===== src/rtl/pipe_stage_reg_pkg.sv =====
// Shared pipeline definitions: default field widths, the Tnew value shown by
// an empty stage, the occupancy state encoding and per-entry register ops.
package pipe_stage_reg_pkg;

    localparam int DEF_PAYLOAD_W = 128;
    localparam int DEF_A3_W      = 5;
    localparam int DEF_TNEW_W    = 2;
    localparam logic [DEF_TNEW_W-1:0] DEF_TNEW_RST = '1;

    // Encoding equals occupancy so the count falls straight out of the state.
    typedef enum logic [1:0] {
        ST_EMPTY = 2'd0,
        ST_ONE   = 2'd1,
        ST_FULL  = 2'd2
    } state_t;

    // What one storage entry does at the next edge.
    typedef enum logic [1:0] {
        ENT_KEEP  = 2'd0,   // unused slot: leave untouched
        ENT_LOAD  = 2'd1,   // capture new fields, Tnew saturating-decremented
        ENT_HOLD  = 2'd2,   // keep fields, Tnew saturating-decremented
        ENT_CLEAR = 2'd3    // return to the empty-slot values
    } entry_op_t;

    function automatic logic [1:0] state_count(input state_t s);
        case (s)
            ST_ONE:  return 2'd1;
            ST_FULL: return 2'd2;
            default: return 2'd0;
        endcase
    endfunction

endpackage


===== src/rtl/pipe_stage_reg_if.sv =====
// Valid/ready handshake bundle carrying one pipeline entry.
interface pipe_stage_reg_if
    import pipe_stage_reg_pkg::*;
#(
    parameter int PAYLOAD_W = DEF_PAYLOAD_W,
    parameter int A3_W      = DEF_A3_W,
    parameter int TNEW_W    = DEF_TNEW_W
) ();

    logic                 valid;
    logic                 ready;
    logic [PAYLOAD_W-1:0] payload;
    logic                 regwe;
    logic [A3_W-1:0]      a3;
    logic [TNEW_W-1:0]    tnew;

    modport master (output valid, payload, regwe, a3, tnew, input ready);
    modport slave  (input valid, payload, regwe, a3, tnew, output ready);

endinterface


===== src/rtl/pipe_entry_reg.sv =====
// One pipeline entry: payload, write enable, destination and a Tnew counter
// that saturates at zero. CLR_TNEW is the Tnew value of an empty slot.
module pipe_entry_reg
    import pipe_stage_reg_pkg::*;
#(
    parameter int PAYLOAD_W = DEF_PAYLOAD_W,
    parameter int A3_W      = DEF_A3_W,
    parameter int TNEW_W    = DEF_TNEW_W,
    parameter logic [TNEW_W-1:0] CLR_TNEW = '0
) (
    input  logic                 clk,
    input  logic                 reset,
    input  entry_op_t            op,
    input  logic [PAYLOAD_W-1:0] ld_payload,
    input  logic                 ld_regwe,
    input  logic [A3_W-1:0]      ld_a3,
    input  logic [TNEW_W-1:0]    ld_tnew,
    output logic [PAYLOAD_W-1:0] payload,
    output logic                 regwe,
    output logic [A3_W-1:0]      a3,
    output logic [TNEW_W-1:0]    tnew
);

    logic [PAYLOAD_W-1:0] payload_q, payload_d;
    logic                 regwe_q, regwe_d;
    logic [A3_W-1:0]      a3_q, a3_d;
    logic [TNEW_W-1:0]    tnew_q, tnew_d;

    function automatic logic [TNEW_W-1:0] sat_dec(input logic [TNEW_W-1:0] t);
        return (t == '0) ? '0 : t - 1'b1;
    endfunction

    // Next-value selection for the requested entry operation.
    always_comb begin
        payload_d = payload_q;
        regwe_d   = regwe_q;
        a3_d      = a3_q;
        tnew_d    = tnew_q;
        case (op)
            ENT_LOAD: begin
                payload_d = ld_payload;
                regwe_d   = ld_regwe;
                a3_d      = ld_a3;
                tnew_d    = sat_dec(ld_tnew);
            end
            ENT_HOLD: begin
                tnew_d = sat_dec(tnew_q);
            end
            ENT_CLEAR: begin
                payload_d = '0;
                regwe_d   = 1'b0;
                a3_d      = '0;
                tnew_d    = CLR_TNEW;
            end
            default: ;
        endcase
    end

    // Entry registers with synchronous reset to the empty-slot values.
    always_ff @(posedge clk) begin
        if (reset) begin
            payload_q <= '0;
            regwe_q   <= 1'b0;
            a3_q      <= '0;
            tnew_q    <= CLR_TNEW;
        end else begin
            payload_q <= payload_d;
            regwe_q   <= regwe_d;
            a3_q      <= a3_d;
            tnew_q    <= tnew_d;
        end
    end

    assign payload = payload_q;
    assign regwe   = regwe_q;
    assign a3      = a3_q;
    assign tnew    = tnew_q;

endmodule


===== src/rtl/pipe_stage_reg.sv =====
// Two-entry skid pipeline register (HEAD drives the outputs, SKID absorbs
// one extra entry) so in_ready depends only on registered state and flush.
module pipe_stage_reg
    import pipe_stage_reg_pkg::*;
#(
    parameter int PAYLOAD_W = DEF_PAYLOAD_W,
    parameter int A3_W      = DEF_A3_W,
    parameter int TNEW_W    = DEF_TNEW_W,
    parameter logic [TNEW_W-1:0] TNEW_RST = {TNEW_W{DEF_TNEW_RST[0]}}
) (
    input  logic              clk,
    input  logic              reset,
    input  logic              flush,
    pipe_stage_reg_if.slave   in_if,
    pipe_stage_reg_if.master  out_if,
    output logic [1:0]        out_count
);

    localparam int HEAD = 0;
    localparam int SKID = 1;

    state_t               state_q, state_d;
    entry_op_t            ent_op         [2];
    logic [PAYLOAD_W-1:0] ent_ld_payload [2];
    logic                 ent_ld_regwe   [2];
    logic [A3_W-1:0]      ent_ld_a3      [2];
    logic [TNEW_W-1:0]    ent_ld_tnew    [2];
    logic [PAYLOAD_W-1:0] ent_payload    [2];
    logic                 ent_regwe      [2];
    logic [A3_W-1:0]      ent_a3         [2];
    logic [TNEW_W-1:0]    ent_tnew       [2];
    logic                 head_from_skid;
    logic                 accept;
    logic                 pop;

    assign in_if.ready  = (state_q != ST_FULL) && !flush;
    // Reset suppresses the downstream handshake in the cycle it is applied.
    assign out_if.valid = (state_q != ST_EMPTY) && !reset;
    assign accept       = in_if.valid && in_if.ready;
    assign pop          = out_if.valid && out_if.ready;

    // Occupancy state machine choosing an operation for each entry.
    always_comb begin
        state_d        = state_q;
        ent_op[HEAD]   = ENT_KEEP;
        ent_op[SKID]   = ENT_KEEP;
        head_from_skid = 1'b0;
        if (flush) begin
            state_d      = ST_EMPTY;
            ent_op[HEAD] = ENT_CLEAR;
            ent_op[SKID] = ENT_CLEAR;
        end else begin
            case (state_q)
                ST_EMPTY: begin
                    if (accept) begin
                        state_d      = ST_ONE;
                        ent_op[HEAD] = ENT_LOAD;
                    end
                end
                ST_ONE: begin
                    if (accept && pop) begin
                        ent_op[HEAD] = ENT_LOAD;
                    end else if (accept) begin
                        state_d      = ST_FULL;
                        ent_op[HEAD] = ENT_HOLD;
                        ent_op[SKID] = ENT_LOAD;
                    end else if (pop) begin
                        state_d      = ST_EMPTY;
                        ent_op[HEAD] = ENT_CLEAR;
                    end else begin
                        ent_op[HEAD] = ENT_HOLD;
                    end
                end
                ST_FULL: begin
                    if (pop) begin
                        state_d        = ST_ONE;
                        ent_op[HEAD]   = ENT_LOAD;
                        ent_op[SKID]   = ENT_CLEAR;
                        head_from_skid = 1'b1;
                    end else begin
                        ent_op[HEAD] = ENT_HOLD;
                        ent_op[SKID] = ENT_HOLD;
                    end
                end
                default: begin
                    state_d      = ST_EMPTY;
                    ent_op[HEAD] = ENT_CLEAR;
                    ent_op[SKID] = ENT_CLEAR;
                end
            endcase
        end
    end

    // Load sources: HEAD takes SKID when draining, otherwise the input port.
    always_comb begin
        ent_ld_payload[HEAD] = head_from_skid ? ent_payload[SKID] : in_if.payload;
        ent_ld_regwe[HEAD]   = head_from_skid ? ent_regwe[SKID]   : in_if.regwe;
        ent_ld_a3[HEAD]      = head_from_skid ? ent_a3[SKID]      : in_if.a3;
        ent_ld_tnew[HEAD]    = head_from_skid ? ent_tnew[SKID]    : in_if.tnew;
        ent_ld_payload[SKID] = in_if.payload;
        ent_ld_regwe[SKID]   = in_if.regwe;
        ent_ld_a3[SKID]      = in_if.a3;
        ent_ld_tnew[SKID]    = in_if.tnew;
    end

    // State register.
    always_ff @(posedge clk) begin
        if (reset) begin
            state_q <= ST_EMPTY;
        end else begin
            state_q <= state_d;
        end
    end

    genvar gi;
    generate
        for (gi = 0; gi < 2; gi++) begin : g_entry
            pipe_entry_reg #(
                .PAYLOAD_W (PAYLOAD_W),
                .A3_W      (A3_W),
                .TNEW_W    (TNEW_W),
                .CLR_TNEW  ((gi == HEAD) ? TNEW_RST : '0)
            ) u_entry (
                .clk        (clk),
                .reset      (reset),
                .op         (ent_op[gi]),
                .ld_payload (ent_ld_payload[gi]),
                .ld_regwe   (ent_ld_regwe[gi]),
                .ld_a3      (ent_ld_a3[gi]),
                .ld_tnew    (ent_ld_tnew[gi]),
                .payload    (ent_payload[gi]),
                .regwe      (ent_regwe[gi]),
                .a3         (ent_a3[gi]),
                .tnew       (ent_tnew[gi])
            );
        end
    endgenerate

    // HEAD is cleared whenever it empties, so its registers already hold the
    // idle output values.
    assign out_if.payload = ent_payload[HEAD];
    assign out_if.regwe   = ent_regwe[HEAD];
    assign out_if.a3      = ent_a3[HEAD];
    assign out_if.tnew    = ent_tnew[HEAD];
    assign out_count      = state_count(state_q);

endmodule


===== src/flat_wrapper.sv =====
// flat-port wrapper written by rule: the top's interface ports become plain ports
module pipe_stage_reg_flat import pipe_stage_reg_pkg::*;
#(
    parameter int PAYLOAD_W = DEF_PAYLOAD_W,
    parameter int A3_W      = DEF_A3_W,
    parameter int TNEW_W    = DEF_TNEW_W,
    parameter logic [TNEW_W-1:0] TNEW_RST = {TNEW_W{DEF_TNEW_RST[0]}}
)
  (clk, reset, flush, out_count, in_if_valid, in_if_payload, in_if_regwe, in_if_a3, in_if_tnew, in_if_ready, out_if_valid, out_if_payload, out_if_regwe, out_if_a3, out_if_tnew, out_if_ready);
  pipe_stage_reg_if #(.PAYLOAD_W(PAYLOAD_W), .A3_W(A3_W), .TNEW_W(TNEW_W)) in_if_i ();
  pipe_stage_reg_if #(.PAYLOAD_W(PAYLOAD_W), .A3_W(A3_W), .TNEW_W(TNEW_W)) out_if_i ();
  input  logic clk;
  input  logic reset;
  input  logic flush;
  output logic [1:0] out_count;
  input wire logic [$bits(in_if_i.valid)-1:0] in_if_valid;
  input wire logic [$bits(in_if_i.payload)-1:0] in_if_payload;
  input wire logic [$bits(in_if_i.regwe)-1:0] in_if_regwe;
  input wire logic [$bits(in_if_i.a3)-1:0] in_if_a3;
  input wire logic [$bits(in_if_i.tnew)-1:0] in_if_tnew;
  output wire logic [$bits(in_if_i.ready)-1:0] in_if_ready;
  output wire logic [$bits(out_if_i.valid)-1:0] out_if_valid;
  output wire logic [$bits(out_if_i.payload)-1:0] out_if_payload;
  output wire logic [$bits(out_if_i.regwe)-1:0] out_if_regwe;
  output wire logic [$bits(out_if_i.a3)-1:0] out_if_a3;
  output wire logic [$bits(out_if_i.tnew)-1:0] out_if_tnew;
  input wire logic [$bits(out_if_i.ready)-1:0] out_if_ready;
  assign in_if_i.valid = in_if_valid;
  assign in_if_i.payload = in_if_payload;
  assign in_if_i.regwe = in_if_regwe;
  assign in_if_i.a3 = in_if_a3;
  assign in_if_i.tnew = in_if_tnew;
  assign in_if_ready = in_if_i.ready;
  assign out_if_valid = out_if_i.valid;
  assign out_if_payload = out_if_i.payload;
  assign out_if_regwe = out_if_i.regwe;
  assign out_if_a3 = out_if_i.a3;
  assign out_if_tnew = out_if_i.tnew;
  assign out_if_i.ready = out_if_ready;
  pipe_stage_reg #(.PAYLOAD_W(PAYLOAD_W), .A3_W(A3_W), .TNEW_W(TNEW_W), .TNEW_RST(TNEW_RST)) u_core (.clk(clk), .reset(reset), .flush(flush), .in_if(in_if_i), .out_if(out_if_i), .out_count(out_count));
endmodule

===== config.mk =====
export PLATFORM = sky130hd
export DESIGN_NAME = pipe_stage_reg_flat
export DESIGN_NICKNAME = d
export VERILOG_FILES = /design/src/rtl/pipe_stage_reg_pkg.sv /design/src/rtl/pipe_stage_reg_if.sv /design/src/rtl/pipe_entry_reg.sv /design/src/rtl/pipe_stage_reg.sv /design/src/flat_wrapper.sv
export SDC_FILE = /design/constraint.sdc
export NUM_CORES = 1
export LEC_CHECK = 0
export ABC_CLOCK_PERIOD_IN_PS = 2200
export CAP_MARGIN = 20
export CORE_MARGIN = 2
export CORE_UTILIZATION = 40
export DETAILED_ROUTE_END_ITERATION = 8
export HOLD_SLACK_MARGIN = 0.03
export PLACE_DENSITY = 0.66
export REMOVE_ABC_BUFFERS = 1
export SYNTH_ARGS = -nofsm -noshare
export SYNTH_HDL_FRONTEND = slang
export SYNTH_SLANG_ARGS = --single-unit

===== constraint.sdc =====
create_clock -name clk -period 2.2 [get_ports clk]
set_clock_uncertainty 0.1 [all_clocks]
set_input_delay 0.33 -clock clk [delete_from_list [all_inputs] [get_ports clk]]
set_output_delay 0.33 -clock clk [all_outputs]
set_load 0.05 [all_outputs]

==> impl_summary.log, run 1 <==
[metrics] Fin. Hold Viols: 0
[metrics] TNS Setup: 0 ps
[metrics] outcome: finished, final reports clean
[metrics] # Max-Cap Violations: 0
[metrics] Bufs on Longest Clock Path: 3
[metrics] clock tree from TritonCTS: done
[metrics] instance area after placement: 14400 um^2
[metrics] area fraction of the dominant cell type after synthesis: 45.7%
[metrics] largest voltage drop on the vdd net: 543 uV
[metrics] die footprint: 31400 um^2
[metrics] Final Wtd Congestion: 0.784
[metrics] post-synthesis instance total: 1237
[metrics] vias post-DR: 9320
[metrics] via count of the first global-routing pass: 8977
[metrics] Top Family by Delay on Critical Path: buffers and inverters
[metrics] Buffers on Ports: 280
[metrics] site row count: 63
[metrics] average wire per cell in the routed design: 17.4 um
[metrics] arrival time of data at the critical path endpoint: 1730 ps
[metrics] number of DRC violations after detailed routing: 0
[metrics] Area contributors post-synth: sky130_fd_sc_hd__dfxtp_1, sky130_fd_sc_hd__mux2i_1, sky130_fd_sc_hd__buf_4, sky130_fd_sc_hd__nor2_1, sky130_fd_sc_hd__a22oi_1
[metrics] length of the first detailed-routing pass in iterations: 5
[metrics] normalized max-slew margin: 51.9%
[metrics] count of cell types in the netlist: 38
[metrics] minimum clock period: 2160 ps
[metrics] library cell used as clock root buffer: sky130_fd_sc_hd__clkbuf_16
[metrics] post-route clock period utilization: 98.4%
[metrics] top library cells by usage in the layout, fill and taps aside: sky130_fd_sc_hd__nor2_1, sky130_fd_sc_hd__dfxtp_1, sky130_fd_sc_hd__clkdlybuf4s50_1
[metrics] average size of a mapped cell: 9.70 um^2
[metrics] synthesized area: 12000 um^2
[metrics] number of primary I/O pins: 281
[metrics] crit path cell chain: clkdlybuf4s50_1
[metrics] Max Transition Viols Final: 0
[metrics] Largest stage delay, worst path: 820 ps
[metrics] TritonCTS Sinks: 274
[metrics] commonest non-fill, non-tap cell in the layout: sky130_fd_sc_hd__nor2_1
[metrics] pin count of the biggest net entering global routing: 141
[metrics] Starting Density: 40.6%
[metrics] number of synthesized flops with an enable pin: 0
[metrics] fraction of final layout cells with drive strength greater than 1: 10.3%
[metrics] measured slew at the worst slew-check pin: 722 ps
[metrics] register clock-pin slew on the reported worst setup and hold paths: 60 ps
[metrics] Area Overhead vs Synth: 29.4%
[metrics] fraction of synthesis flops using an asynchronous set or reset pin: 0%
[metrics] clock insertion delay at the later pin of the skew report: 540 ps
[metrics] standby leakage power: 7.02 nW
[metrics] final non-filler cell area: 15500 um^2
[metrics] critical-path maximum fanout: 3
[metrics] Peak Freq: 0.462 GHz
[metrics] global route total overflow: 0
[metrics] portion of the post-synthesis area used by sequential elements: 45.7%
[metrics] initial antenna violation count: 0
[metrics] flops & latches, synth: 274
[metrics] Die Wd: 177 um
[metrics] fin util: 52.5%
[metrics] cell taking the most area after synthesis: sky130_fd_sc_hd__dfxtp_1
[metrics] clock buffers created by TritonCTS: 29
[metrics] setup repair after global routing missed its margin: false
[metrics] antenna cells: 0
[metrics] core box area: 29600 um^2
[metrics] YS warnings: 0
[metrics] first-pass GRT wire length: 48200 um
[metrics] kind of capture point of the worst setup path: primary output
[metrics] class of the tightest hold or removal check: in2reg
[metrics] Fill cells: 2676
[metrics] PD cells: 771 nW/um^2
[metrics] final net count: 1509
[metrics] category of the worst setup path launch point: flop
[metrics] global-route usage over all layers: 18.8%
[metrics] crit path buf inv count: 1
[metrics] library cell contributing the largest single delay on the critical path: sky130_fd_sc_hd__clkdlybuf4s50_1
[metrics] endpoints failing setup: 0
[metrics] detailed-route vias per instance: 5.24
[metrics] number of H-tree branching levels: 1
[metrics] Chip Height: 177 um
[metrics] aggregate routed wire length: 31000 um
[metrics] DP Wirelength: 20100 um
[metrics] CP required: 1770 ps
[metrics] start-to-end type of the worst setup path: reg2out
[metrics] number of nets still failing antenna checks after routing: 0
[metrics] top flip-flop cell by instance count after synthesis: sky130_fd_sc_hd__dfxtp_1
[metrics] Detailed Route Iter0 Violations: 581
## metal layers
metal / global-route usage, % / routed length [um]
met3: 5.65 / 2630
met2: 29.8 / 14100
met4: 3.37 / 365
met5: 0 / 0
met1: 25.3 / 14000
## flip-flops by register name, summed over array words and instances (netlist names)
| register | flops |
|---|---|
| u_core.g_entry.u_entry.a3 | 10 |
| u_core.g_entry.u_entry.payload | 256 |
| u_core.g_entry.u_entry.regwe | 2 |
| u_core.g_entry.u_entry.tnew | 4 |
| u_core.state_q | 2 |
## through the flow
| stage | worst slack (ps) | power, mW | cells | hold slack [ps] |
|---|---|---|---|---|
| detailed placement | -168 | 7.20 | 1724 | 377 |
| CTS | 0.0449 | 12.1 | 1777 | 320 |
| floorplan | -7620 | 6.34 | 993 | 299 |
| global route | 0.926 | 12.4 | 1779 | 346 |
| finish | 36.2 | 12.0 | 1779 | 340 |
| global placement | -139 | 7.18 | 1724 | 366 |
## area by class of cell
type                    instances  area [um^2]  share of cell area [%]
well taps                     390          488                    3.14
repair buffers                344         3580                    23.1
flip-flops and latches        274         5490                    35.4
multi-input cells             716         4990                    32.2
clock buffers                  45          866                    5.58
clock inverters                 7         88.8                   0.572
inverters                       3         11.3                  0.0726
## cells by family (layout without fill, tap and decap cells)
logic type / count (synthesis) / count (layout) / share of synthesized area (%)
DFF: 274 / 274 / 45.7
and+or+nand+nor: 294 / 294 / 9.68
AOI/OAI and AO/OA: 286 / 286 / 20.3
muxes: 136 / 136 / 11.3
buffers and inverters: 247 / 399 / 13.0
## where the power goes
| group | total, mW | internal (mW) | switching [mW] |
|---|---|---|---|
| sequential | 5.20 | 5.11 | 0.0880 |
| combinational | 1.91 | 0.844 | 1.06 |
| clock | 4.86 | 2.92 | 1.94 |
## worst paths after layout
check                                                          start                               endpoint  slack, ps  cells past startpoint
worst min register to register  u_core.g_entry[0].u_entry.payload[1]   u_core.g_entry[0].u_entry.payload[1]        390                      2
worst min-delay path                               in_if_payload[53]  u_core.g_entry[1].u_entry.payload[53]        340                      3
worst max-delay path               u_core.g_entry[0].u_entry.tnew[1]                         out_if_tnew[1]         40                      1
worst max register to register                     u_core.state_q[0]  u_core.g_entry[0].u_entry.payload[87]        170                      7
## Yosys cell counts (2+ instances only)
| cell | n |
|---|---|
| sky130_fd_sc_hd__a2bb2oi_2 | 20 |
| sky130_fd_sc_hd__a211oi_1 | 2 |
| sky130_fd_sc_hd__buf_6 | 6 |
| sky130_fd_sc_hd__clkbuf_1 | 48 |
| sky130_fd_sc_hd__mux2i_1 | 136 |
| sky130_fd_sc_hd__nand2b_1 | 4 |
| sky130_fd_sc_hd__inv_1 | 3 |
| sky130_fd_sc_hd__buf_2 | 49 |
| sky130_fd_sc_hd__nor2_1 | 275 |
| sky130_fd_sc_hd__o211ai_1 | 2 |
| sky130_fd_sc_hd__a2bb2oi_1 | 114 |
| sky130_fd_sc_hd__nand2_1 | 3 |
| sky130_fd_sc_hd__a21oi_1 | 4 |
| sky130_fd_sc_hd__dfxtp_1 | 274 |
| sky130_fd_sc_hd__buf_1 | 2 |
| sky130_fd_sc_hd__nor3b_1 | 2 |
| sky130_fd_sc_hd__a22oi_1 | 134 |
| sky130_fd_sc_hd__buf_4 | 139 |
## repair_timing
item                                    4_1_cts  5_1_grt
endpoints found under the setup margin        5      121
setup buffers                                 0        1
hold buffers                                  1        0
endpoints found under the hold margin         1        0
resized for setup                             5       26
gates cloned                                  0        1
Power figures use the tool's default switching activity.
==> run 2: changes to the inputs <==
- ABC_CLOCK_PERIOD_IN_PS: 2200 -> 2100
- clock period: 2.2 -> 2.1 ns (I/O delays scaled with it)
==> impl_summary.log, run 2 (synthesis gave the netlist of run 1 again) <==
[metrics] cell with the most instances on the worst path: sky130_fd_sc_hd__buf_12
[metrics] post-placement setup slack: -267 ps (-99.0 ps)
[metrics] Bufs on Longest Clock Path: 3 (unchanged)
[metrics] sequential share of power: 42.8% (-0.6 points)
[metrics] clock tree from TritonCTS: done
[metrics] via count of the first global-routing pass: 9034 (+0.63%)
[metrics] measured slew at the worst slew-check pin: 724 ps (+2.06 ps)
[metrics] Top Family by Delay on Critical Path: buffers and inverters
[metrics] Final Wtd Congestion: 0.789 (+0.61%)
[metrics] endpoints failing setup: 0 (unchanged)
[metrics] critical-path maximum fanout: 14 (+11)
[metrics] CP required: 2390 ps (+620 ps)
[metrics] Largest stage delay, worst path: 540 ps (-280 ps)
[metrics] Detailed Route Iter0 Violations: 613 (+5.5%)
[metrics] Fill cells: 2723 (+1.8%)
[metrics] antenna cells: 0 (unchanged)
[metrics] class of the tightest hold or removal check: in2reg
[metrics] top library cells by usage in the layout, fill and taps aside: sky130_fd_sc_hd__nor2_1, sky130_fd_sc_hd__dfxtp_1, sky130_fd_sc_hd__clkdlybuf4s50_1
[metrics] Peak Freq: 0.484 GHz
[metrics] normalized max-slew margin: 51.8% (-0.14 points)
[metrics] die footprint: 31400 um^2 (unchanged)
[metrics] outcome: finished, final reports clean
[metrics] number of flip-flops in the largest register: 256 (unchanged)
[metrics] minimum clock period: 2070 ps
[metrics] reg2reg setup slack: 100 ps (-70 ps)
[metrics] hold depth: 3 (unchanged)
[metrics] area of the multi-input gates: 5000 um^2 (about the same)
[metrics] Worst Hold Path EP: u_core.g_entry[1].u_entry.payload[77]
[metrics] start-to-end type of the worst setup path: in2reg
[metrics] arrival time of data at the critical path endpoint: 2360 ps (+630 ps)
[metrics] Fin. Hold Viols: 0 (unchanged)
[metrics] clock network fraction of design power: 41.6% (+1.0 points)
[metrics] switching power: 3.28 mW (+6.1%)
[metrics] length of the first detailed-routing pass in iterations: 5 (unchanged)
[metrics] Buffers on Ports: 280 (unchanged)
[metrics] register clock-pin slew on the reported worst setup and hold paths: 60 ps (about the same)
[metrics] initial antenna violation count: 0 (unchanged)
[metrics] kind of capture point of the worst setup path: flop
[metrics] startpoint of the worst hold path: in_if_payload[77]
[metrics] DP Wirelength: 20900 um (+3.7%)
[metrics] vias post-DR: 9393 (+0.78%)
[metrics] final net count: 1527 (+1.2%)
[metrics] final non-filler cell area: 15600 um^2 (+0.42%)
[metrics] length in cells of the worst reg-to-reg path: 7 (unchanged)
[metrics] total chip power: 12.7 mW (+6.2%)
[metrics] library cell used as clock root buffer: sky130_fd_sc_hd__clkbuf_16
[metrics] Die Wd: 177 um (unchanged)
[metrics] setup slack after layout: 32.8 ps (-3.40 ps)
[metrics] number of primary I/O pins: 281 (unchanged)
[metrics] setup repair after global routing missed its margin: true
[metrics] global-route usage over all layers: 18.9% (+0.11 points)
[metrics] clock insertion delay at the later pin of the skew report: 540 ps (about the same)
[metrics] Comb pwr share: 15.5% (-0.4 points)
[metrics] area taken by flip-flops and latches: 5490 um^2 (about the same)
[metrics] library cell contributing the largest single delay on the critical path: sky130_fd_sc_hd__dlygate4sd3_1
[metrics] number of nets still failing antenna checks after routing: 0 (unchanged)
[metrics] TritonCTS Sinks: 274 (unchanged)
[metrics] core box area: 29600 um^2 (unchanged)
[metrics] Crit Reg-Reg Startpoint: u_core.state_q[0]
[metrics] internal power: 9.42 mW (+6.2%)
[metrics] post-route clock period utilization: 98.4%
[metrics] detailed-route vias per instance: 5.23 (-0.23%)
[metrics] Net Sw Frac: 25.8% (about the same)
[metrics] global route total overflow: 0 (unchanged)
[metrics] clock buffers created by TritonCTS: 30 (+3.4%)
[metrics] number of DRC violations after detailed routing: 0 (unchanged)
[metrics] crit path buf inv count: 4 (+3)
[metrics] average wire per cell in the routed design: 17.3 um (-0.55%)
[metrics] end of the worst register-to-register path: u_core.g_entry[0].u_entry.payload[13]
[metrics] site row count: 63 (unchanged)
[metrics] first-pass GRT wire length: 48400 um (+0.42%)
[metrics] standby leakage power: 7.39 nW (+5.3%)
[metrics] instance area after placement: 14700 um^2 (+1.6%)
[metrics] Chip Height: 177 um (unchanged)
[metrics] largest voltage drop on the vdd net: 598 uV (+10%)
[metrics] Starting Density: 40.6% (unchanged)
[metrics] number of H-tree branching levels: 1 (unchanged)
[metrics] final hold slack: 317 ps (-22.6 ps)
[metrics] Area Overhead vs Synth: 29.9%
[metrics] category of the worst setup path launch point: primary input
[metrics] pin count of the biggest net entering global routing: 141 (unchanged)
[metrics] fraction of final layout cells with drive strength greater than 1: 11.9% (+1.6 points)
[metrics] Max Transition Viols Final: 0 (unchanged)
[metrics] commonest non-fill, non-tap cell in the layout: sky130_fd_sc_hd__nor2_1
[metrics] aggregate routed wire length: 31200 um (+0.46%)
[metrics] PD cells: 815 nW/um^2 (+5.7%)
[metrics] # Max-Cap Violations: 0 (unchanged)
[metrics] crit path cell chain: dlygate4sd3_1, clkbuf_8, and4bb_2, o31ai_2, or2_4, buf_12, buf_12, a2bb2oi_1, nor2_1
run 2: worst max path at each step:
stage	startpoint	end	slack (ps)	cells after the start
after global placement	in_if_valid	u_core.g_entry[0].u_entry.payload[121]	-220	8
after detailed placement	in_if_valid	u_core.g_entry[0].u_entry.payload[43]	-270	8
after CTS	reset	u_core.g_entry[0].u_entry.tnew[0]	70	10
final	reset	u_core.g_entry[0].u_entry.payload[38]	30	9
after global routing	u_core.state_q[0]	u_core.g_entry[0].u_entry.payload[25]	-40	7
after floorplan	u_core.state_q[1]	u_core.g_entry[0].u_entry.tnew[1]	-7710	3
run 2: worst reg2reg max path: cells and delay by family (launching register included):
| family | cells | cell delay (ps) |
|---|---|---|
| simple gates | 3 | 520 |
| buf+inv | 2 | 460 |
| flops | 1 | 390 |
| mux | 1 | 210 |
| compound gates | 1 | 180 |
run 2: cell type report:
| type | count | share of cell area (%) |
|---|---|---|
| sequential | 274 | 35.2 |
| multi-input combinational | 716 | 32.1 |
| timing repair buffer | 361 | 23.0 |
| clock buffer | 48 | 6.16 |
| tap | 390 | 3.13 |
| clock inverter | 5 | 0.361 |
| inverter | 3 | 0.0723 |
run 2: repair_timing:
action,CTS,global route
buffers inserted,0,2
endpoints found under the setup margin,136,57
pin swaps,0,2
hold buffers,1,0
resized for setup,134,9
cloned,0,1
endpoints found under the hold margin,1,0
run 2: power by group through the flow:
stage / Sequential, mW / Combinational, mW / Clock (mW)
2_1_floorplan: 5.99 / 0.652 / 0
5_1_grt: 5.46 / 2.09 / 5.64
3_3_place_gp: 5.55 / 2.04 / 0
3_5_place_dp: 5.56 / 2.05 / 0
6_report: 5.44 / 1.97 / 5.29
4_1_cts: 5.44 / 1.98 / 5.44
run 2: per-stage QoR:
stage | instances | setup TNS (ps) | util, %
floorplan | 993 | -1261040 | -
global placement | 1740 | -38790 | 49.6
detailed placement | 1740 | -44500 | 49.6
CTS | 1794 | 0 | 52.5
global route | 1797 | -518 | 52.7
finish | 1797 | 0 | 52.7
run 2: routing by layer:
layer,wire (um),GRT usage [%],part of all wire (%)
met1,14100,26.0,45
met2,13700,28.9,44
met3,2580,5.26,8.3
met4,792,5.13,2.5
met5,0,0,0
